### src/rtl/settings_cmd_master_if.sv
// Command-side bus bundle for the settings register master: host byte
// stream in, response byte stream out, memory port and status flags.
interface settings_cmd_master_if #(
    parameter int ADDR_WIDTH = 5,
    parameter int DATA_WIDTH = 16
);
    logic [7:0]            rx_data;
    logic                  rx_valid;
    logic [7:0]            tx_data;
    logic                  tx_valid;
    logic                  tx_ready;
    logic                  wen;
    logic [ADDR_WIDTH-1:0] addr;
    logic [DATA_WIDTH-1:0] data_in;
    logic [DATA_WIDTH-1:0] data_out;
    logic                  busy;
    logic                  err_timeout;

    modport master (
        input  rx_data, rx_valid, tx_ready, data_out,
        output tx_data, tx_valid, wen, addr, data_in, busy, err_timeout
    );

    modport slave (
        output rx_data, rx_valid, tx_ready, data_out,
        input  tx_data, tx_valid, wen, addr, data_in, busy, err_timeout
    );
endinterface

### src/rtl/settings_cmd_master.sv
// Settings command master: turns host bytes ('W' ADDR DHI DLO / 'R' ADDR)
// into register memory accesses and returns 'A', DHI DLO or 'E' bytes.
// Addresses below ROM_MEMORY_LENGTH are read-only; data is big-endian.
module settings_cmd_master #(
    parameter int MEMORY_WIDTH      = 16,
    parameter int ROM_MEMORY_LENGTH = 16,
    parameter int RAM_MEMORY_LENGTH = 16,
    parameter int READ_LATENCY      = 1,
    parameter int TIMEOUT_CYCLES    = 100000
) (
    input  logic                 clk,
    input  logic                 rstb,
    settings_cmd_master_if.master bus
);
    localparam int ADDR_WIDTH = $clog2(ROM_MEMORY_LENGTH + RAM_MEMORY_LENGTH);
    localparam int TO_WIDTH   = $clog2(TIMEOUT_CYCLES + 1);
    localparam int RL_WIDTH   = (READ_LATENCY < 1) ? 1 : $clog2(READ_LATENCY + 1);

    localparam logic [8:0]          ADDR_LIMIT = 9'(ROM_MEMORY_LENGTH + RAM_MEMORY_LENGTH);
    localparam logic [8:0]          ROM_LIMIT  = 9'(ROM_MEMORY_LENGTH);
    localparam logic [TO_WIDTH-1:0] TO_LAST    = TO_WIDTH'(TIMEOUT_CYCLES - 1);
    localparam logic [TO_WIDTH-1:0] TO_ONE     = TO_WIDTH'(1);
    localparam logic [RL_WIDTH-1:0] RL_LAST    = RL_WIDTH'(READ_LATENCY);
    localparam logic [RL_WIDTH-1:0] RL_ONE     = RL_WIDTH'(1);

    localparam logic [3:0] ST_IDLE      = 4'd0;
    localparam logic [3:0] ST_GET_ADDR  = 4'd1;
    localparam logic [3:0] ST_GET_DHI   = 4'd2;
    localparam logic [3:0] ST_GET_DLO   = 4'd3;
    localparam logic [3:0] ST_WRITE     = 4'd4;
    localparam logic [3:0] ST_READ_WAIT = 4'd5;
    localparam logic [3:0] ST_SEND_HI   = 4'd6;
    localparam logic [3:0] ST_SEND_LO   = 4'd7;
    localparam logic [3:0] ST_SEND_ACK  = 4'd8;
    localparam logic [3:0] ST_SEND_ERR  = 4'd9;

    localparam logic [7:0] CMD_WRITE = 8'h57;
    localparam logic [7:0] CMD_READ  = 8'h52;
    localparam logic [7:0] RSP_ACK   = 8'h41;
    localparam logic [7:0] RSP_ERR   = 8'h45;

    logic [3:0]              state_r, state_s;
    logic                    op_write_r, op_write_s;
    logic [ADDR_WIDTH-1:0]   addr_lat_r, addr_lat_s;
    logic [7:0]              dhi_r, dhi_s;
    logic [7:0]              hold_lo_r, hold_lo_s;
    logic [RL_WIDTH-1:0]     wait_cnt_r, wait_cnt_s;
    logic [TO_WIDTH-1:0]     to_cnt_r, to_cnt_s;
    logic [ADDR_WIDTH-1:0]   addr_r, addr_s;
    logic [MEMORY_WIDTH-1:0] data_in_r, data_in_s;
    logic                    wen_r, wen_s;
    logic [7:0]              tx_data_r, tx_data_s;
    logic                    tx_valid_r, tx_valid_s;
    logic                    err_timeout_r, err_timeout_s;
    logic                    busy_r;

    logic                    tx_accept_s;
    logic                    in_get_s;
    logic                    timeout_hit_s;
    logic [8:0]              addr_byte_s;
    logic                    addr_bad_s;

    // Handshake, timeout and address-legality decodes shared by the FSM.
    always_comb begin
        tx_accept_s   = tx_valid_r & bus.tx_ready;
        in_get_s      = (state_r == ST_GET_ADDR) || (state_r == ST_GET_DHI) ||
                        (state_r == ST_GET_DLO);
        timeout_hit_s = in_get_s && !bus.rx_valid && (to_cnt_r == TO_LAST);
        addr_byte_s   = {1'b0, bus.rx_data};
        addr_bad_s    = (addr_byte_s >= ADDR_LIMIT) ||
                        (op_write_r && (addr_byte_s < ROM_LIMIT));
    end

    // Inter-byte idle counter: only runs while a command is partially received.
    always_comb begin
        if (!in_get_s || bus.rx_valid || timeout_hit_s) begin
            to_cnt_s = {TO_WIDTH{1'b0}};
        end else begin
            to_cnt_s = to_cnt_r + TO_ONE;
        end
    end

    // Command/response sequencer: next state and next register values.
    always_comb begin
        state_s       = state_r;
        op_write_s    = op_write_r;
        addr_lat_s    = addr_lat_r;
        dhi_s         = dhi_r;
        hold_lo_s     = hold_lo_r;
        wait_cnt_s    = wait_cnt_r;
        addr_s        = addr_r;
        data_in_s     = data_in_r;
        wen_s         = 1'b0;
        tx_data_s     = tx_data_r;
        tx_valid_s    = tx_valid_r;
        err_timeout_s = 1'b0;

        case (state_r)
            ST_IDLE: begin
                if (bus.rx_valid) begin
                    if (bus.rx_data == CMD_WRITE) begin
                        op_write_s = 1'b1;
                        state_s    = ST_GET_ADDR;
                    end else if (bus.rx_data == CMD_READ) begin
                        op_write_s = 1'b0;
                        state_s    = ST_GET_ADDR;
                    end else begin
                        tx_data_s  = RSP_ERR;
                        tx_valid_s = 1'b1;
                        state_s    = ST_SEND_ERR;
                    end
                end else begin
                    state_s = ST_IDLE;
                end
            end
            ST_GET_ADDR: begin
                if (bus.rx_valid) begin
                    if (addr_bad_s) begin
                        // Remaining write bytes are left to the host; we answer now.
                        tx_data_s  = RSP_ERR;
                        tx_valid_s = 1'b1;
                        state_s    = ST_SEND_ERR;
                    end else if (op_write_r) begin
                        // Keep the bus address untouched until the write is complete.
                        addr_lat_s = bus.rx_data[ADDR_WIDTH-1:0];
                        state_s    = ST_GET_DHI;
                    end else begin
                        addr_s     = bus.rx_data[ADDR_WIDTH-1:0];
                        wait_cnt_s = {RL_WIDTH{1'b0}};
                        state_s    = ST_READ_WAIT;
                    end
                end else if (timeout_hit_s) begin
                    err_timeout_s = 1'b1;
                    state_s       = ST_IDLE;
                end else begin
                    state_s = ST_GET_ADDR;
                end
            end
            ST_GET_DHI: begin
                if (bus.rx_valid) begin
                    dhi_s   = bus.rx_data;
                    state_s = ST_GET_DLO;
                end else if (timeout_hit_s) begin
                    err_timeout_s = 1'b1;
                    state_s       = ST_IDLE;
                end else begin
                    state_s = ST_GET_DHI;
                end
            end
            ST_GET_DLO: begin
                if (bus.rx_valid) begin
                    addr_s    = addr_lat_r;
                    data_in_s = {dhi_r, bus.rx_data};
                    wen_s     = 1'b1;
                    state_s   = ST_WRITE;
                end else if (timeout_hit_s) begin
                    err_timeout_s = 1'b1;
                    state_s       = ST_IDLE;
                end else begin
                    state_s = ST_GET_DLO;
                end
            end
            ST_WRITE: begin
                // wen is high during this state only; acknowledge follows.
                tx_data_s  = RSP_ACK;
                tx_valid_s = 1'b1;
                state_s    = ST_SEND_ACK;
            end
            ST_READ_WAIT: begin
                if (wait_cnt_r == RL_LAST) begin
                    tx_data_s  = bus.data_out[15:8];
                    hold_lo_s  = bus.data_out[7:0];
                    tx_valid_s = 1'b1;
                    state_s    = ST_SEND_HI;
                end else begin
                    wait_cnt_s = wait_cnt_r + RL_ONE;
                end
            end
            ST_SEND_HI: begin
                if (tx_accept_s) begin
                    tx_data_s = hold_lo_r;
                    state_s   = ST_SEND_LO;
                end else begin
                    state_s = ST_SEND_HI;
                end
            end
            ST_SEND_LO, ST_SEND_ACK, ST_SEND_ERR: begin
                if (tx_accept_s) begin
                    tx_valid_s = 1'b0;
                    state_s    = ST_IDLE;
                end else begin
                    state_s = state_r;
                end
            end
            default: begin
                tx_valid_s = 1'b0;
                state_s    = ST_IDLE;
            end
        endcase
    end

    // State and output registers; synchronous reset drops any pending byte.
    always_ff @(posedge clk) begin
        if (rstb) begin
            state_r       <= ST_IDLE;
            op_write_r    <= 1'b0;
            addr_lat_r    <= {ADDR_WIDTH{1'b0}};
            dhi_r         <= 8'h00;
            hold_lo_r     <= 8'h00;
            wait_cnt_r    <= {RL_WIDTH{1'b0}};
            to_cnt_r      <= {TO_WIDTH{1'b0}};
            addr_r        <= {ADDR_WIDTH{1'b0}};
            data_in_r     <= {MEMORY_WIDTH{1'b0}};
            wen_r         <= 1'b0;
            tx_data_r     <= 8'h00;
            tx_valid_r    <= 1'b0;
            err_timeout_r <= 1'b0;
            busy_r        <= 1'b0;
        end else begin
            state_r       <= state_s;
            op_write_r    <= op_write_s;
            addr_lat_r    <= addr_lat_s;
            dhi_r         <= dhi_s;
            hold_lo_r     <= hold_lo_s;
            wait_cnt_r    <= wait_cnt_s;
            to_cnt_r      <= to_cnt_s;
            addr_r        <= addr_s;
            data_in_r     <= data_in_s;
            wen_r         <= wen_s;
            tx_data_r     <= tx_data_s;
            tx_valid_r    <= tx_valid_s;
            err_timeout_r <= err_timeout_s;
            busy_r        <= (state_s != ST_IDLE);
        end
    end

    assign bus.wen         = wen_r;
    assign bus.addr        = addr_r;
    assign bus.data_in     = data_in_r;
    assign bus.tx_data     = tx_data_r;
    assign bus.tx_valid    = tx_valid_r;
    assign bus.busy        = busy_r;
    assign bus.err_timeout = err_timeout_r;
endmodule
### src/flat_wrapper.sv
// flat-port wrapper written by rule: the top's interface ports become plain ports
module settings_cmd_master_flat 
#(
    parameter int MEMORY_WIDTH      = 16,
    parameter int ROM_MEMORY_LENGTH = 16,
    parameter int RAM_MEMORY_LENGTH = 16,
    parameter int READ_LATENCY      = 1,
    parameter int TIMEOUT_CYCLES    = 100000
)
  (clk, rstb, bus_rx_data, bus_rx_valid, bus_tx_ready, bus_data_out, bus_tx_data, bus_tx_valid, bus_wen, bus_addr, bus_data_in, bus_busy, bus_err_timeout);
  settings_cmd_master_if bus_i ();
  input  logic clk;
  input  logic rstb;
  input wire logic [$bits(bus_i.rx_data)-1:0] bus_rx_data;
  input wire logic [$bits(bus_i.rx_valid)-1:0] bus_rx_valid;
  input wire logic [$bits(bus_i.tx_ready)-1:0] bus_tx_ready;
  input wire logic [$bits(bus_i.data_out)-1:0] bus_data_out;
  output wire logic [$bits(bus_i.tx_data)-1:0] bus_tx_data;
  output wire logic [$bits(bus_i.tx_valid)-1:0] bus_tx_valid;
  output wire logic [$bits(bus_i.wen)-1:0] bus_wen;
  output wire logic [$bits(bus_i.addr)-1:0] bus_addr;
  output wire logic [$bits(bus_i.data_in)-1:0] bus_data_in;
  output wire logic [$bits(bus_i.busy)-1:0] bus_busy;
  output wire logic [$bits(bus_i.err_timeout)-1:0] bus_err_timeout;
  assign bus_i.rx_data = bus_rx_data;
  assign bus_i.rx_valid = bus_rx_valid;
  assign bus_i.tx_ready = bus_tx_ready;
  assign bus_i.data_out = bus_data_out;
  assign bus_tx_data = bus_i.tx_data;
  assign bus_tx_valid = bus_i.tx_valid;
  assign bus_wen = bus_i.wen;
  assign bus_addr = bus_i.addr;
  assign bus_data_in = bus_i.data_in;
  assign bus_busy = bus_i.busy;
  assign bus_err_timeout = bus_i.err_timeout;
  settings_cmd_master #(.MEMORY_WIDTH(MEMORY_WIDTH), .ROM_MEMORY_LENGTH(ROM_MEMORY_LENGTH), .RAM_MEMORY_LENGTH(RAM_MEMORY_LENGTH), .READ_LATENCY(READ_LATENCY), .TIMEOUT_CYCLES(TIMEOUT_CYCLES)) u_core (.clk(clk), .rstb(rstb), .bus(bus_i));
endmodule
### config.mk
export PLATFORM = sky130hd
export DESIGN_NAME = settings_cmd_master_flat
export DESIGN_NICKNAME = d
export VERILOG_FILES = /design/src/rtl/settings_cmd_master_if.sv /design/src/rtl/settings_cmd_master.sv /design/src/flat_wrapper.sv
export SDC_FILE = /design/constraint.sdc
export NUM_CORES = 1
export LEC_CHECK = 0
export CAP_MARGIN = 5
export CORE_MARGIN = 2
export CORE_UTILIZATION = 35
export CTS_CLUSTER_DIAMETER = 60
export DETAILED_ROUTE_END_ITERATION = 8
export PLACE_DENSITY = 0.66
export SYNTH_ARGS = -nofsm -noshare
export SYNTH_HDL_FRONTEND = slang
export SYNTH_SLANG_ARGS = --single-unit
### constraint.sdc
create_clock -name clk -period 2.3 [get_ports clk]
set_input_delay 0.46 -clock clk [delete_from_list [all_inputs] [get_ports clk]]
set_output_delay 0.46 -clock clk [all_outputs]
set_load 0.01 [all_outputs]
==> flow_summary.toml <==
[status]
status = "completed"

[finish]
final_util = 0.481
fillCellCount = 942
layout.nets = 517
diodes = 0
areaGrowthSynthToFinish_pct = 35.3
drive_gt1_frac = 0.128

[power_and_ir_drop]
vdd_drop_max_mv = 0.326
power_density_nw_per_um2 = 690
p_leak_nw = 1.66
totalPowerFinal_mw = 3.18

[setup_path]
worst_setup_path_start_kind = "input pin"
critPathArrivalTime_ps = 2330
path_max_fanout = 4
crit_path_end_kind = "register"
path_class = "input pin to register"
required_ps = 2530

[floorplan]
start_util = 0.355
io_pins = 61
dieWidth_um = 103
core_area_um2 = 9590
row_count = 36
dieArea_um2 = 10500
die_h_um = 103

[timing]
relSlewSlack = 0.625
fin_crit_sh = 0.913
hold_viol_final = 0
setup_viol = 0
setup_tns_ps = 0
rsz0062_at_grt = "no"
worstMarginPinSlew_ps = 557
slew_viol_final = 0
fin_skew_ps = 13.5
hold-worst-slack_ps = 456
min_period_ps = 2100
fmax_ghz = 0.476
layout_setup_ws_ps = 201

[place]
port_buffers = 60
gp_congestion = 0.821
hpwl_um = 6260
pre_cts_slack_ps = -170

[grt]
grt_pass1_wl_um = 14200
grt_max_degree = 34
grt_overflow_total = 0
grt_antenna_before_repair = 0
grt_pass1_vias = 3145
grt_usage = 0.169

[clock_tree]
htreeDepth = 3
cts_tree = "done"
clk_path_buf_depth = 2
cts_hold_buf = 0
cts-buffers-inserted = 9
clkTransAtPathRegs_ps = 80
postCtsSetupRepairBufs = 0
clock-sinks = 77
post_cts_resized = 0
worstSkewPairLatency_ps = 360
cts_root_buf = "clkbuf_8"

[route]
ant_nets = 0
routed_wl_um = 8400
via_per_inst = 5.05
wl_per_cell_um = 13.4
vias = 3163
initialDrtViolationCount = 218
first_pass_iters = 4
drc = 0

[run]
maxCapViolations = 0

[yosys]
synth_edf_count = 0
synth.avg_cell_area_um2 = 8.48
synth_fp_nets = 431
syn_inst = 402
yosysUniqueCellTypes = 54
netlist_area_um2 = 3410
synth-seq-cells = 77
yosys_most_used_dff = "dfxtp_1"
ys_seq_area_frac = 0.452
ys_async_sr_fraction = 0
yosys_warnings = 0

[worst_hold_path]
min_path_type = "register to register"
## power by group
group | internal [mW] | switching [mW]
logic | 0.280 | 0.294
clock network | 0.650 | 0.521
registers | 1.37 | 0.0619
total | 2.30 | 0.877
## final timing paths
path | startpoint | to | slack (ps) | cells past startpoint
max | bus_rx_data[5] | u_core.bus.busy | 200 | 6
min | u_core.bus.data_in[0] | u_core.bus.data_in[0] | 460 | 2
max reg2reg | u_core.to_cnt_r[12] | u_core.bus.busy | 220 | 5
min reg2reg | u_core.bus.data_in[0] | u_core.bus.data_in[0] | 460 | 2
## cell usage after synthesis, drive strengths merged, types with 5 or more instances
| cell type | n | share of area |
|---|---|---|
| dfxtp | 77 | 0.45 |
| nand2 | 56 | 0.062 |
| nor2 | 52 | 0.058 |
| a21oi | 30 | 0.044 |
| nand3 | 22 | 0.034 |
| clkbuf | 20 | 0.022 |
| mux2i | 17 | 0.050 |
| xor2 | 9 | 0.023 |
| xnor2 | 7 | 0.018 |
| a211oi | 6 | 0.013 |
| a22oi | 6 | 0.013 |
| and3 | 6 | 0.011 |
| inv | 6 | 0.0066 |
| nand2b | 6 | 0.011 |
| nor3 | 6 | 0.0088 |
| nor4 | 6 | 0.015 |
| o311ai | 6 | 0.015 |
| nor2b | 5 | 0.0092 |
| o21ai | 5 | 0.0073 |
| o31ai | 5 | 0.011 |
## stage by stage
stage / area [um^2] / cells
2_1_floorplan: 3410 / 402
3_3_place_gp: 4370 / 610
3_5_place_dp: 4370 / 610
4_1_cts: 4600 / 626
5_1_grt: 4610 / 626
6_report: 4610 / 626
## cell usage in the layout (no fill, tap or decap), drive strengths merged, types with 3 or more instances in the layout
master and count:
a31oi 4, nor4 6, o31ai 5, a211oi 6, inv 8, xor2 9
dfxtp 77, nand3 22, nand2 56, clkdlybuf4s50 60, a311oi 4, o21ai 5
clkbuf 10, xnor2 7, o311ai 6, o22ai 3, nor2b 5, a21oi 30
buf 38, mux2i 17, o41ai 4, and2 3, nor3 6, nor2 52
a22oi 6, nand2b 6, and3 6, nand4 4
## critical path: stages
cell and delay [ps]:
clkdlybuf4s50_1 560, nor4_1 110, o21a_1 200, or2_2 300
o41ai_1 340, or3b_1 360
## kinds of logic after synthesis
| group | Yosys count | synth area share |
|---|---|---|
| AO/OA/AOI/OAI | 84 | 0.165 |
| XOR/XNOR | 16 | 0.0411 |
| adder cells (fa/ha/maj) | 1 | 0.00367 |
| buffers and inverters | 29 | 0.0330 |
| flip-flops | 77 | 0.452 |
| multiplexers | 17 | 0.0499 |
| AND/OR/NAND/NOR | 178 | 0.255 |
## registers in the layout (all words and copies together), names as in the netlist
| name | count |
|---|---|
| u_core.addr_lat_r | 5 |
| u_core.bus.addr | 5 |
| u_core.bus.busy | 1 |
| u_core.bus.data_in | 16 |
| u_core.bus.err_timeout | 1 |
| u_core.bus.tx_data | 8 |
| u_core.bus.tx_valid | 1 |
| u_core.bus.wen | 1 |
| u_core.dhi_r | 8 |
| u_core.hold_lo_r | 8 |
| u_core.op_write_r | 1 |
| u_core.state_r | 4 |
| u_core.to_cnt_r | 17 |
| u_core.wait_cnt_r | 1 |
## layout make-up
cell class | instances | area [um^2] | area share
clock buffers | 10 | 138 | 0.0299
clock inverters | 6 | 93.8 | 0.0204
inverters | 6 | 22.5 | 0.00488
repair buffers | 98 | 886 | 0.192
well taps | 133 | 166 | 0.0361
multi-input cells | 296 | 1760 | 0.382
flip-flops and latches | 77 | 1540 | 0.334
## per-layer routing
| metal | GRT usage | share of wire | wire [um] | vias to the layer above |
|---|---|---|---|---|
| li1 | - | - | - | 1612 |
| met1 | 0.197 | 0.44 | 3680 | 1458 |
| met2 | 0.299 | 0.50 | 4160 | 72 |
| met3 | 0.0447 | 0.045 | 375 | 21 |
| met4 | 0.0626 | 0.022 | 185 | 0 |
| met5 | 0 | 0 | 0 | - |
Note: power is estimated with default switching activity, not from simulation.
